==> src/rtl/retire_trace_collector.sv <==
// Retirement trace collector: stamps each retired record with a sequence number and
// buffers it in a first-word-fall-through FIFO. Optional shadow RF: TRACE_SHADOW_RF_EN.
module retire_trace_collector #(
   parameter int DEPTH        = 16,
   parameter int DROP_BUBBLES = 1,
   parameter int CNT_W        = 16
) (
   input  logic                       clk_i,
   input  logic                       rstn_i,
   input  logic                       update_i,
   input  logic [31:0]                pc_i,
   input  logic [31:0]                instr_i,
   input  logic [4:0]                 reg_addr_i,
   input  logic [31:0]                reg_data_i,
   input  logic [31:0]                mem_addr_i,
   input  logic [31:0]                mem_data_i,
   input  logic                       mem_wrt_i,
   input  logic                       clear_i,
   output logic                       rec_valid_o,
   input  logic                       rec_ready_i,
   output logic [31:0]                rec_seq_o,
   output logic [31:0]                rec_pc_o,
   output logic [31:0]                rec_instr_o,
   output logic [31:0]                rec_reg_data_o,
   output logic [31:0]                rec_mem_addr_o,
   output logic [31:0]                rec_mem_data_o,
   output logic [4:0]                 rec_reg_addr_o,
   output logic                       rec_mem_wrt_o,
   output logic [$clog2(DEPTH):0]     count_o,
   output logic                       overflow_o,
   output logic [CNT_W-1:0]           drop_cnt_o,
   input  logic [4:0]                 shadow_addr_i,
   output logic [31:0]                shadow_data_o
);

   localparam int AW = $clog2(DEPTH);
   localparam int CW = AW + 1;

   typedef struct packed {
      logic [31:0] seq;
      logic [31:0] pc;
      logic [31:0] instr;
      logic [31:0] regData;
      logic [31:0] memAddr;
      logic [31:0] memData;
      logic [4:0]  regAddr;
      logic        memWrt;
   } rec_t;

   rec_t              r_mem [DEPTH];
   logic [AW-1:0]     r_rdPtr;
   logic [AW-1:0]     r_wrPtr;
   logic [CW-1:0]     r_count;
   logic [31:0]       r_seq;
   logic              r_overflow;
   logic [CNT_W-1:0]  r_dropCnt;

   logic              w_cand;
   logic              w_full;
   logic              w_pop;
   logic              w_push;
   logic              w_drop;
   rec_t              w_newRec;
   rec_t              w_head;

   // Flushed slots carry an all-ones PC and are ignored entirely when bubbles are dropped.
   assign w_cand = update_i && !((DROP_BUBBLES != 0) && (pc_i == 32'hFFFF_FFFF));
   assign w_full = (r_count == CW'(DEPTH));
   assign w_pop  = (r_count != '0) && rec_ready_i;
   assign w_push = w_cand && (!w_full || w_pop);
   assign w_drop = w_cand && w_full && !w_pop;

   assign w_newRec = '{seq: r_seq, pc: pc_i, instr: instr_i, regData: reg_data_i,
                       memAddr: mem_addr_i, memData: mem_data_i, regAddr: reg_addr_i,
                       memWrt: mem_wrt_i};

   always_ff @(posedge clk_i or negedge rstn_i) begin
      if (!rstn_i) begin
         r_rdPtr    <= '0;
         r_wrPtr    <= '0;
         r_count    <= '0;
         r_seq      <= '0;
         r_overflow <= 1'b0;
         r_dropCnt  <= '0;
      end else if (clear_i) begin
         r_rdPtr    <= '0;
         r_wrPtr    <= '0;
         r_count    <= '0;
         r_overflow <= 1'b0;
         r_dropCnt  <= '0;
      end else begin
         if (w_push) r_wrPtr <= r_wrPtr + 1'b1;
         if (w_pop)  r_rdPtr <= r_rdPtr + 1'b1;
         if (w_cand) r_seq   <= r_seq + 32'd1;
         if (w_push && !w_pop)      r_count <= r_count + 1'b1;
         else if (!w_push && w_pop) r_count <= r_count - 1'b1;
         if (w_drop) begin
            r_overflow <= 1'b1;
            if (r_dropCnt != '1) r_dropCnt <= r_dropCnt + 1'b1;
         end
      end
   end

   // Record storage carries no reset; entries are only read once the count covers them.
   always_ff @(posedge clk_i) begin
      if (w_push && !clear_i) r_mem[r_wrPtr] <= w_newRec;
   end

   assign w_head         = r_mem[r_rdPtr];
   assign rec_valid_o    = (r_count != '0);
   assign rec_seq_o      = w_head.seq;
   assign rec_pc_o       = w_head.pc;
   assign rec_instr_o    = w_head.instr;
   assign rec_reg_data_o = w_head.regData;
   assign rec_mem_addr_o = w_head.memAddr;
   assign rec_mem_data_o = w_head.memData;
   assign rec_reg_addr_o = w_head.regAddr;
   assign rec_mem_wrt_o  = w_head.memWrt;
   assign count_o        = r_count;
   assign overflow_o     = r_overflow;
   assign drop_cnt_o     = r_dropCnt;

`ifdef TRACE_SHADOW_RF_EN
   logic [31:0] r_shadow [32];

   // Shadow RF tracks every candidate write, independent of FIFO space or flushes.
   always_ff @(posedge clk_i or negedge rstn_i) begin
      if (!rstn_i) begin
         for (int i = 0; i < 32; i++) r_shadow[i] <= '0;
      end else if (w_cand && (reg_addr_i != 5'd0)) begin
         r_shadow[reg_addr_i] <= reg_data_i;
      end
   end

   assign shadow_data_o = (shadow_addr_i == 5'd0) ? 32'h0 : r_shadow[shadow_addr_i];
`else
   logic [4:0] w_unusedShadowAddr;
   assign w_unusedShadowAddr = shadow_addr_i;
   assign shadow_data_o      = 32'h0;
`endif

endmodule

==> config.mk <==
export PLATFORM = sky130hd
export DESIGN_NAME = retire_trace_collector
export DESIGN_NICKNAME = d
export VERILOG_FILES = /design/src/rtl/retire_trace_collector.sv
export SDC_FILE = /design/constraint.sdc
export NUM_CORES = 2
export LEC_CHECK = 0
export ABC_AREA = 1
export CAP_MARGIN = 15
export CORE_AREA = 2 2 505 507
export CTS_CLUSTER_SIZE = 8
export DETAILED_ROUTE_END_ITERATION = 8
export DIE_AREA = 0 0 507 509
export HOLD_SLACK_MARGIN = 0.08
export PLACE_DENSITY = 0.63
export SLEW_MARGIN = 15
export SYNTH_ARGS = -nofsm -noshare
export SYNTH_HDL_FRONTEND = slang
export SYNTH_SLANG_ARGS = --single-unit
==> constraint.sdc <==
create_clock -name clk_i -period 13.15 [get_ports clk_i]
set_input_delay 2.63 -clock clk_i [delete_from_list [all_inputs] [get_ports clk_i]]
set_output_delay 2.63 -clock clk_i [all_outputs]
set_load 0.005 [all_outputs]
==> impl_metrics.yaml <==
detailed_routing:
  route.detailed.drc: 0
  wl_per_cell_um: 26.0
  drt_iter0_drc: 8461
  drt-pass1-iter-count: 6
  antenna_left: 0
  dr_total_vias: 78700
  viasPerCell: 6.14
  wl_um: 334000
clock_network:
  clkSlewWorstSetupHoldPaths_ns: 0.05
  cts_root_buf: "clkbuf_16"
  cts_setup_buffers: 0
  cts_buffers: 454
  cts_resized: 0
  clock_latency_ns: 1.01
  h-tree-depth: 5
  cts_hold_buf: 0
  clk_path_buf_depth: 4
  cts_tree: "built"
  cts.sinks: 3230
layout:
  drive_above_1_share: 0.0646
  nets: 9514
  fillers: 19600
  final_cell_area_sq_um: 144000
  area_delta_synth_final_pct: 14.6
timing:
  clock.fmax_ghz: 0.113
  fin_crit_ns: 8.89
  max_slew_margin: -0.0267
  tightest_slew_ns: 1.54
  fin_worst_skew_ns: 0.0804
  hold_viol: 0
  setup_violations: 0
  slew_viol_final: 67
  grt_setup_unrepaired: "false"
  finalSetupTns_ns: 0
  fin_crit_sh: 0.676
logic_synthesis:
  ys_ff_latch: 3230
  ys_seq_area_frac: 0.770
  synth_cell_types: 38
  synth_area_sq_um: 126000
  syn_inst: 9031
  yosys-top-cells-area: "edfxtp_1, o21ai_0, nor2_1"
  synth.top_cell.area_share: 0.758
  syn_avg_cell_area_sq_um: 13.9
  ys_warn_count: 0
  ys_async_sr_fraction: 0.0192
  synth_top_area_cell: "edfxtp_1"
  synth_edf_count: 3168
  ys.flop_type: "edfxtp_1"
floorplanning:
  start_util: 0.497
  core_area_sq_um: 253000
  io-pin-count: 429
  die-area_sq_um: 258000
  rows: 185
  fp.dieH_um: 509
  die_w_um: 507
worst_setup_path:
  startpoint_type: "register"
  cp_max_fo: 233
  cp.required_ns: 10.52
  end_kind: "primary output"
  rrSetupSlack_ns: 8.83
  cp_data_arrival_time_ns: 6.26
  path_class: "register to primary output"
global_routing:
  grt_overflow: 0
  antenna_found_initial: 36
  grt_pass1_wl_um: 490000
  grt_pass1_vias: 77600
  grt.total_usage: 0.252
  grt_max_degree: 234
run_status:
  failed_checks: "max-slew violations"
  status: "finished with violations"
placement:
  io_buffers: 391
  hpwlAfterDp_um: 155000
  gp_congestion: 0.781
  place_area_sq_um: 132000
pwr:
  cellLeakagePower_nw: 46.1
  vdd_drop_max_uv: 142
  pwr_density_cell_nw_per_um2: 179
job:
  drv_cap: 0
worst_hold_path:
  worst_hold_path_type: "register to register"
-- cells by family (layout without fill, tap and decap cells) --
| logic type | Yosys count | count (layout) | synth area share |
|---|---|---|---|
| compound gates | 2779 | 2779 | 0.130 |
| other cells | 1 | 49 | 0.0000299 |
| fa+ha+maj | 12 | 12 | 0.00126 |
| mux | 16 | 16 | 0.00128 |
| buf+inv | 768 | 1140 | 0.0267 |
| flops | 3230 | 3230 | 0.770 |
| simple gates | 2182 | 2182 | 0.0673 |
| xor+xnor | 43 | 43 | 0.00300 |
-- worst paths after layout --
path / from / end / depth (start not counted)
worst max-delay path: r_rdPtr[0] / rec_pc_o[23] / 8
worst min-delay path: overflow_o / overflow_o / 1
worst max register to register: count_o[1] / r_mem[1][122] / 8
worst min register to register: overflow_o / overflow_o / 1
max in group asynchronous: rstn_i / r_rdPtr[1] / 1
min in group asynchronous: rstn_i / drop_cnt_o[9] / 1
-- area by class of cell --
| class | count | area, sq um | share of cell area |
|---|---|---|---|
| diodes | 17 | 42.5 | 0.000296 |
| well taps | 3366 | 4210 | 0.0293 |
| inverters | 68 | 285 | 0.00198 |
| flip-flops and latches | 3230 | 96700 | 0.672 |
| clock inverters | 12 | 128 | 0.000887 |
| clock buffers | 552 | 11800 | 0.0816 |
| repair buffers | 508 | 5050 | 0.0351 |
| multi-input cells | 5064 | 25800 | 0.179 |
-- cells in the mapped netlist, types with 63 or more instances --
cell type  count
o21ai_0     1638
edfxtp_1    3168
buf_2        125
o21ai_1      135
inv_1         63
o221ai_1     409
nand2_1      258
nor2_1      1743
o22ai_1      436
buf_4         65
nand3_1      139
o211ai_1     146
clkbuf_1     481
-- state kept, by name (all words and copies together) (netlist names) --
name	flops
r_seq	32
r_wrPtr	4
r_rdPtr	4
drop_cnt_o	16
count_o	5
r_mem	3168
overflow_o	1
-- stage by stage --
step	worst slack (ns)	std cells	power [W]	hold slack, ns	utilization
3_3_place_gp	3.63	12200	0.0157	0.502	0.522
3_5_place_dp	3.62	12200	0.0159	0.491	0.522
4_1_cts	4.24	12800	0.0258	0.514	0.569
5_1_grt	3.89	12800	0.0267	0.534	0.569
6_report	4.26	12800	0.0257	0.513	0.569
2_1_floorplan	0.779	9062	0.0142	0.487	-
-- placed cells by master, fill, tap and decap left out, drive strengths merged, types with 35 or more instances in the layout --
cell              n
o221ai          409
xor2             35
edfxtp         3168
clkdlybuf4s50   390
nand2           258
clkbuf          552
o21ai          1773
o22ai           436
dfrtp            62
inv              74
o211ai          146
buf             118
nor2           1743
nand3           139
-- report_power, final --
group	switching (W)	internal [W]	leakage [nW]
sequential	0.000145	0.0115	29.6
combinational	0.00265	0.00138	10.7
clock	0.00391	0.00610	5.78
-- metal layers --
layer / GRT usage / part of all wire
met5: 0 / 0.00075
met2: 0.415 / 0.48
met4: 0.0699 / 0.023
met1: 0.346 / 0.42
met3: 0.0457 / 0.081
-- worst max-delay path, cell delays in order (launching register included) --
cell,delay (ns)
dfrtp_4,0.93
buf_4,0.84
buf_12,0.79
buf_4,0.96
o21ai_0,0.22
o221ai_1,0.24
o21ai_1,0.10
o22ai_1,0.47
clkdlybuf4s50_1,0.61
(Power assumes the default switching activity.)
